--- config.mk ---
export PLATFORM = sky130hd
export DESIGN_NAME = ext_pipe
export DESIGN_NICKNAME = d
export VERILOG_FILES = /design/src/rtl/ext_pipe.sv
export SDC_FILE = /design/constraint.sdc
export NUM_CORES = 1
export LEC_CHECK = 0
export CAP_MARGIN = 10
export CORE_MARGIN = 2
export CORE_UTILIZATION = 55
export CTS_CLUSTER_DIAMETER = 40
export DETAILED_ROUTE_END_ITERATION = 8
export PLACE_DENSITY_LB_ADDON = 0.12
export SYNTH_ARGS = -nofsm -noshare
export SYNTH_HDL_FRONTEND = slang
export SYNTH_SLANG_ARGS = --single-unit
--- constraint.sdc ---
create_clock -name clk -period 7.1 [get_ports clk]
set_input_delay 1.775 -clock clk [delete_from_list [all_inputs] [get_ports clk]]
set_output_delay 1.775 -clock clk [all_outputs]
set_load 0.02 [all_outputs]
--- src/rtl/ext_pipe.sv ---
// ext_pipe: pipelined immediate extender with a 2-entry output buffer.
// Extension is done combinationally at acceptance. The result, tag and
// illegal-op flag are then queued in a small FIFO, so producer and consumer
// are decoupled. in_ready depends on registered state only.
module ext_pipe #(
    parameter int unsigned IMM_W    = 16,
    parameter int unsigned DATA_W   = 32,
    parameter int unsigned TAG_W    = 4,
    parameter int unsigned ERRCNT_W = 8
) (
    input  logic                clk,
    input  logic                rst,
    input  logic                in_valid,
    output logic                in_ready,
    input  logic [IMM_W-1:0]    in_imm,
    input  logic [2:0]          in_op,
    input  logic [TAG_W-1:0]    in_tag,
    output logic                out_valid,
    input  logic                out_ready,
    output logic [DATA_W-1:0]   out_data,
    output logic [TAG_W-1:0]    out_tag,
    output logic                out_err,
    output logic [ERRCNT_W-1:0] err_cnt
);

    localparam logic [2:0] OpZero      = 3'b000;
    localparam logic [2:0] OpSigned    = 3'b001;
    localparam logic [2:0] OpHighPos   = 3'b010;
    localparam logic [2:0] OpSignedSl2 = 3'b011;
    localparam logic [2:0] OpZeroSl2   = 3'b100;

    localparam logic [ERRCNT_W-1:0] ErrCntMax = '1;

    // Extension datapath
    logic [DATA_W-1:0] zext;
    logic [DATA_W-1:0] sext;
    logic [DATA_W-1:0] ext_data;
    logic              ext_err;

    assign zext = {{(DATA_W - IMM_W){1'b0}}, in_imm};
    assign sext = {{(DATA_W - IMM_W){in_imm[IMM_W-1]}}, in_imm};

    // Decode the mode; illegal codes give zero data and raise the error flag.
    always_comb begin
        ext_data = '0;
        ext_err  = 1'b0;
        case (in_op)
            OpZero:      ext_data = zext;
            OpSigned:    ext_data = sext;
            OpHighPos:   ext_data = {in_imm, {(DATA_W - IMM_W){1'b0}}};
            OpSignedSl2: ext_data = {sext[DATA_W-3:0], 2'b00};
            OpZeroSl2:   ext_data = {zext[DATA_W-3:0], 2'b00};
            default:     ext_err  = 1'b1;
        endcase
    end

    // Buffer state: entry 0 is always the head, entry 1 sits behind it.
    logic [1:0]          count_q, count_d;
    logic [DATA_W-1:0]   data0_q, data0_d, data1_q, data1_d;
    logic [TAG_W-1:0]    tag0_q, tag0_d, tag1_q, tag1_d;
    logic                err0_q, err0_d, err1_q, err1_d;
    logic [ERRCNT_W-1:0] err_cnt_q, err_cnt_d;

    logic push;
    logic pop;

    assign in_ready  = (count_q != 2'd2);
    assign out_valid = (count_q != 2'd0);
    assign push      = in_valid && in_ready;
    assign pop       = out_valid && out_ready;

    assign out_data = data0_q;
    assign out_tag  = tag0_q;
    assign out_err  = err0_q;
    assign err_cnt  = err_cnt_q;

    // Occupancy update
    always_comb begin
        count_d = count_q;
        case ({push, pop})
            2'b10:   count_d = count_q + 2'd1;
            2'b01:   count_d = count_q - 2'd1;
            default: count_d = count_q;
        endcase
    end

    // Entry steering: pop advances entry 1 to the head; a push lands in the
    // first free slot after any pop this cycle, which keeps acceptance order.
    always_comb begin
        data0_d = data0_q;
        tag0_d  = tag0_q;
        err0_d  = err0_q;
        data1_d = data1_q;
        tag1_d  = tag1_q;
        err1_d  = err1_q;
        if (pop && (count_q == 2'd2)) begin
            data0_d = data1_q;
            tag0_d  = tag1_q;
            err0_d  = err1_q;
        end
        if (push) begin
            if ((count_q == 2'd0) || ((count_q == 2'd1) && pop)) begin
                data0_d = ext_data;
                tag0_d  = in_tag;
                err0_d  = ext_err;
            end else begin
                data1_d = ext_data;
                tag1_d  = in_tag;
                err1_d  = ext_err;
            end
        end
    end

    // Saturating count of accepted illegal-op beats
    always_comb begin
        err_cnt_d = err_cnt_q;
        if (push && ext_err && (err_cnt_q != ErrCntMax)) begin
            err_cnt_d = err_cnt_q + ERRCNT_W'(1);
        end
    end

    // State registers; reset clears payload so outputs read zero immediately.
    always_ff @(posedge clk or posedge rst) begin
        if (rst) begin
            count_q   <= 2'd0;
            data0_q   <= '0;
            tag0_q    <= '0;
            err0_q    <= 1'b0;
            data1_q   <= '0;
            tag1_q    <= '0;
            err1_q    <= 1'b0;
            err_cnt_q <= '0;
        end else begin
            count_q   <= count_d;
            data0_q   <= data0_d;
            tag0_q    <= tag0_d;
            err0_q    <= err0_d;
            data1_q   <= data1_d;
            tag1_q    <= tag1_d;
            err1_q    <= err1_d;
            err_cnt_q <= err_cnt_d;
        end
    end

endmodule

==> key figures, run 1 <==
Run status
  • Outcome: completed

Routing
  • Via density: 5.97
  • Routed len/inst: 18.3 um
  • Post-route DRC: 0
  • Total iterations of the first detailed-routing run: 4
  • Post-route ant nets: 0
  • Initial DRC count: 317
  • Drt total wl: 10.2 mm
  • Vias: 3321

Floorplanning
  • Die Area: 8580 um^2
  • Starting Density: 56.5%
  • Row Count: 32
  • Chip height: 92.6 um
  • CORE AREA: 7650 um^2
  • Chip Width: 92.6 um
  • Ports: 74

Clock tree
  • CTS sink count: 84
  • # hold bufs at CTS: 0
  • CTS max path bufs: 2
  • Clock slew at reported path FFs: 80 ps
  • CTS resizes: 0
  • Total CTS buffers: 9
  • Clk_lat worst skew: 360 ps
  • Number of setup buffers added after CTS: 0
  • CTS H-Tree Depth: 3
  • Root Buffer: clkbuf_8
  • TritonCTS clock tree: built

Setup path
  • Startpoint types: primary input
  • Worst EP required: 7360 ps
  • CP max stage delay: 1190 ps
  • Worst Setup End Kind: flip-flop
  • Slowest CP cell: clkdlybuf4s50_1
  • CP Cell Sequence: clkdlybuf4s50_1 > nor3b_2 > a221oi_1 > o21ai_0
  • Critical path type: primary input to flip-flop
  • Total buffers and inverters traversed by the critical path: 1
  • Crit-path max FO: 37
  • Crit path DAT: 4370 ps
  • Crit path max-delay family: buffers and inverters

Synth
  • Syn nets: 425
  • Cell variety after synth: 45
  • Post-synth ARST share: 100%
  • Synth Cell Area: 4320 um^2
  • EDFF count, synth: 0
  • Ys flop type: dfrtp_1
  • Seq/Total Area, Yosys: 48.7%
  • Avg Cell Area, Syn: 11.0 um^2
  • Flop and latch count out of synthesis: 84
  • Cells after synthesis: 393
  • Synth Warn #: 0

Finish
  • Register Area: 2100 um^2
  • Post-Layout Cell Count: 556
  • Multi-input logic area: 2030 um^2
  • N_diodes: 0
  • Layout filler cell count: 571
  • Share of layout cells above drive strength 1: 6.61%
  • Final net count: 481
  • Final core occ: 69.9%
  • Area Overhead vs Synth: 23.8%

Timing
  • Worst Tran Pin Value: 1090 ps
  • Setup TNS: 0 ps
  • Min Tclk post-route: 4100 ps
  • Rel. slew slack: 27.1%
  • Setup violators final: 0
  • RSZ-0062 raised after global routing: no
  • Final worst-path cycle share: 57.8%
  • Hold Vio Cnt, Final: 0
  • Fin. max-slew vios: 0
  • Max frequency: 244 MHz
  • Post-route setup slack: 3000 ps
  • Clock Skew: 10.7 ps

Global routing
  • Total global routing overflow: 0
  • Vias in the first global route: 3350
  • First-pass GRT wire length: 16.8 mm
  • Initial antenna violation count: 0
  • Largest net degree at the start of global routing: 85
  • Gr usage total: 24.8%

Power and ir drop
  • Pwr per Cell Area: 418 nW/um^2
  • Max VDD drop: 0.301 mV
  • Pleak: 0.00259 uW

Placement
  • Port bufs: 73
  • Pre-CTS setup slack: 2590 ps
  • Dpl cells: 539
  • Routability cong.: 0.780
  • Detailed placement HPWL: 6.34 mm

Hold path
  • HP Class: flip-flop to flip-flop

Job
  • Max-cap violations: 0
worst reg2reg max path: cells and delay by family, from the launching register on:
kind / cells / cell delay (ps)
fa+ha+maj: 1 / 250
mux: 1 / 390
flops: 1 / 400
simple gates: 1 / 440
buf+inv: 3 / 810
compound gates: 1 / 400
worst paths after layout:
kind / start / end / cells after the start / slack, ps
max in group asynchronous: rst / data1_q[3]$_DFFE_PP0P_ / 3 / 4370
worst min-delay path: data1_q[7]$_DFFE_PP0P_ / data1_q[7]$_DFFE_PP0P_ / 2 / 520
min in group asynchronous: rst / out_data[26]$_DFF_PP0_ / 3 / 2060
worst max-delay path: in_op[2] / data1_q[15]$_DFFE_PP0P_ / 4 / 3000
worst max register to register: count_q[0]$_DFFE_PP0P_ / err_cnt[1]$_DFFE_PP0P_ / 7 / 4310
worst min register to register: data1_q[7]$_DFFE_PP0P_ / data1_q[7]$_DFFE_PP0P_ / 2 / 520
synth_stat cells (6+ instances only):
cell type  number  area share, %
and4b_1        12            2.8
dfrtp_1        84             49
nand2_1        10           0.87
a221oi_1       13            2.6
buf_2          12            1.4
clkbuf_1       16            1.4
mux2i_1        68             16
a21o_1         14            2.4
mux2_2          6            1.6
o21ai_0        67            7.8
nand3_1         6           0.70
inv_1           9           0.78
nand3b_1       14            2.4
registers in the layout, indices dropped and copies added (netlist names):
name	count
data1_q	32
err1_q	1
count_q	2
out_err	1
tag1_q	4
err_cnt	8
out_tag	4
out_data	32
logic make-up after synthesis:
| logic type | share of synthesized area [%] |
|---|---|
| muxes | 17.3 |
| and+or+nand+nor | 10.4 |
| buffers and inverters | 4.35 |
| AOI/OAI and AO/OA | 17.0 |
| adders and majority gates | 1.45 |
| DFF | 48.7 |
| xor gates and xnor gates | 0.811 |
report_power, final:
part	internal (uW)	total (uW)	switching, uW
clock network	270	446	176
logic	438	967	528
registers	693	820	127
total	1400	2230	832
cell type report:
type | instances | area share (%)
timing repair buffer | 78 | 14.7
clock buffer | 10 | 2.39
clock inverter | 6 | 2.55
sequential | 84 | 39.3
multi-input combinational | 267 | 38.0
tap | 102 | 2.39
inverter | 9 | 0.655
per-stage QoR:
step	area (um^2)	total power, uW	hold slack (ps)
floorplan	4320	1410	473
global placement	5050	1760	489
detailed placement	5050	1790	501
CTS	5320	2230	519
global route	5350	2370	539
finish	5350	2230	515
per-layer routing:
| layer | routed length, um | track usage [%] | share of wire [%] | vias up |
|---|---|---|---|---|
| met5 | 0 | 0 | 0 | - |
| met4 | 91 | 7.11 | 0.90 | 0 |
| met3 | 436 | 4.56 | 4.3 | 9 |
| met2 | 4930 | 38.7 | 48 | 79 |
| met1 | 4710 | 35.7 | 46 | 1653 |
| li1 | - | - | - | 1580 |
placed cells by master, fill, tap and decap left out, types with 2 or more instances in the layout:
cell,Yosys,routed
a21o_1,14,14
a21oi_1,4,4
a221oi_1,13,13
a222oi_1,2,2
a31oi_1,4,4
and4b_1,12,12
buf_4,4,4
bufinv_16,0,4
clkbuf_8,0,9
clkdlybuf4s50_1,0,73
dfrtp_1,84,84
ha_1,5,5
inv_1,9,8
mux2_2,6,6
mux2i_1,68,68
nand2_1,10,10
nand3_1,6,6
nand3b_1,14,14
nand4_1,3,3
nor2_1,4,4
nor2b_1,4,4
nor4_1,3,3
o21ai_0,67,67
o21ai_1,4,4
or4bb_1,2,2
xnor2_1,2,2
xor2_1,2,2
(Power assumes the default switching activity.)
==> inputs of run 2 (changes only) <==
--- a/config.mk
+++ b/config.mk
@@ -7,7 +7,7 @@
 export LEC_CHECK = 0
 export CAP_MARGIN = 10
 export CORE_MARGIN = 2
-export CORE_UTILIZATION = 55
+export CORE_UTILIZATION = 53
 export CTS_CLUSTER_DIAMETER = 40
 export DETAILED_ROUTE_END_ITERATION = 8
 export PLACE_DENSITY_LB_ADDON = 0.12
==> constraint.sdc (replaced) <==
create_clock -name clk -period 3.8 [get_ports clk]
set_input_delay 0.95 -clock clk [delete_from_list [all_inputs] [get_ports clk]]
set_output_delay 0.95 -clock clk [all_outputs]
set_load 0.02 [all_outputs]
==> key figures, run 2 (same netlist as run 1, synthesis figures left out) <==
Power and ir drop
  • Pwr per Cell Area: 746 nW/um^2 (+79%)
  • Max VDD drop: 0.403 mV (+34%)
  • Pleak: 0.00258 uW (-0.35%)

Clock tree
  • Clock slew at reported path FFs: 90 ps (about the same)
  • CTS resizes: 0 (unchanged)
  • Clk_lat worst skew: 360 ps (about the same)
  • # hold bufs at CTS: 0 (unchanged)
  • Number of setup buffers added after CTS: 0 (unchanged)
  • TritonCTS clock tree: built
  • CTS H-Tree Depth: 3 (unchanged)
  • CTS max path bufs: 2 (unchanged)
  • Total CTS buffers: 9 (unchanged)
  • CTS sink count: 84 (unchanged)
  • Root Buffer: clkbuf_8

Setup path
  • Worst EP required: 2850 ps (-4510 ps)
  • Crit-path max FO: 6 (-84%)
  • Most used cell, CP: inv_1
  • Worst Setup End Kind: output pin
  • CP Cell Sequence: inv_1 > ha_1 > inv_1 > clkdlybuf4s50_1
  • Startpoint types: flip-flop
  • Critical path type: flip-flop to output pin
  • Slowest CP cell: clkdlybuf4s50_1
  • CP max stage delay: 590 ps (-600 ps)
  • Crit path DAT: 1750 ps (-2620 ps)

Placement
  • Detailed placement HPWL: 6.89 mm (+8.5%)
  • Port bufs: 73 (unchanged)
  • Placed cell areas: 5120 um^2 (+1.3%)
  • Dpl cells: 546 (+1.3%)
  • Routability cong.: 0.813 (+4.2%)

Timing
  • Setup violators final: 0 (unchanged)
  • Max frequency: 371 MHz
  • Clock Skew: 12.4 ps (+1.74 ps)
  • Final worst-path cycle share: 71.0%
  • Setup TNS: 0 ps (unchanged)
  • Hold Vio Cnt, Final: 0 (unchanged)
  • Min Tclk post-route: 2700 ps
  • Fin. max-slew vios: 0 (unchanged)
  • Worst Tran Pin Value: 1000 ps (-89.3 ps)
  • RSZ-0062 raised after global routing: no
  • Final Hold Slack: 505 ps (-10.8 ps)
  • Rel. slew slack: 33.1% (+6.0 points)

Finish
  • Final net count: 487 (+1.2%)
  • N_diodes: 0 (unchanged)
  • Final Cell Area: 5310 um^2 (-0.66%)
  • Most common cell after layout, fill and taps aside: dfrtp_1
  • Post-Layout Cell Count: 561 (+0.90%)
  • Most frequent cells in the layout: dfrtp_1 (84), clkdlybuf4s50_1 (73), mux2i_1 (68)
  • Area Overhead vs Synth: 23.0%
  • Share of layout cells above drive strength 1: 7.63% (+1.0 points)

Global routing
  • Initial antenna violation count: 0 (unchanged)
  • First-pass GRT wire length: 16.8 mm (about the same)
  • Total global routing overflow: 0 (unchanged)
  • Largest net degree at the start of global routing: 47 (-45%)
  • Vias in the first global route: 3292 (-1.7%)
  • Gr usage total: 24.3% (-0.48 points)

Routing
  • Initial DRC count: 153 (-52%)
  • Vias: 3354 (+0.99%)
  • Total iterations of the first detailed-routing run: 4 (unchanged)
  • Routed len/inst: 18.0 um (-1.4%)
  • Via density: 5.98 (about the same)
  • Post-route ant nets: 0 (unchanged)
  • Post-route DRC: 0 (unchanged)
  • Drt total wl: 10.1 mm (-0.54%)

Floorplanning
  • CORE AREA: 7810 um^2 (+2.1%)
  • Chip Width: 94.3 um (+1.8%)
  • Die Area: 8890 um^2 (+3.6%)
  • Row Count: 32 (unchanged)
  • Ports: 74 (unchanged)
  • Chip height: 94.3 um (+1.8%)
  • Starting Density: 55.3% (-1.2 points)

Hold path
  • HP Class: flip-flop to flip-flop

Job
  • Max-cap violations: 0 (unchanged)

Run status
  • Outcome: completed
## run 2: cell count changes in the layout (fill, tap and decap cells not counted), sizes merged
cell	delta
buf	+6
bufinv	-3
clkbuf	+1
clkinvlp	+1
## run 2: metal layers
layer,global-route usage (%),part of all wire (%),wire length (um)
met5,0,0,0
met4,7.85,0.96,97
met3,3.53,4.0,402
met2,36.8,46,4600
met1,36.0,50,5010
## run 2: power breakdown
part / switching (uW) / internal, uW / leakage, uW
clock network: 312 / 317 / 0.0000914
logic: 978 / 815 / 0.00141
registers: 244 / 1290 / 0.00108
## run 2: path summary, 6_finish.rpt
path	depth (start not counted)	slack, ps	startpoint	to
setup / recovery	4	1100	count_q[0]$_DFFE_PP0P_	out_valid
setup reg to reg	8	1590	count_q[0]$_DFFE_PP0P_	count_q[1]$_DFFE_PP0P_
min in group asynchronous	2	1000	rst	data1_q[18]$_DFFE_PP0P_
hold / removal	1	500	count_q[0]$_DFFE_PP0P_	count_q[0]$_DFFE_PP0P_
hold reg to reg	1	500	count_q[0]$_DFFE_PP0P_	count_q[0]$_DFFE_PP0P_
max in group asynchronous	3	2130	rst	data1_q[5]$_DFFE_PP0P_
## run 2: critical path, delay by kind of cell, from the launching register on
family / cells / cell delay, ps
fa+ha+maj: 1 / 260
buf+inv: 3 / 740
flops: 1 / 390
## run 2: area by class of cell
class / instances / area, um^2
well taps: 102 / 128
repair buffers: 84 / 826
clock inverters: 4 / 50.0
multi-input cells: 267 / 2030
flip-flops and latches: 84 / 2100
inverters: 9 / 35.0
fillers: 632 / 2500
clock buffers: 11 / 141
## run 2: stage by stage
stage               setup WS, ps  util (%)  total power, uW
finish                      1100      68.0             3960
global placement             908      65.6             3290
detailed placement           850      65.6             3350
CTS                         1080      68.0             3980
global route                1020      68.0             4220
floorplan                    685         -             2640
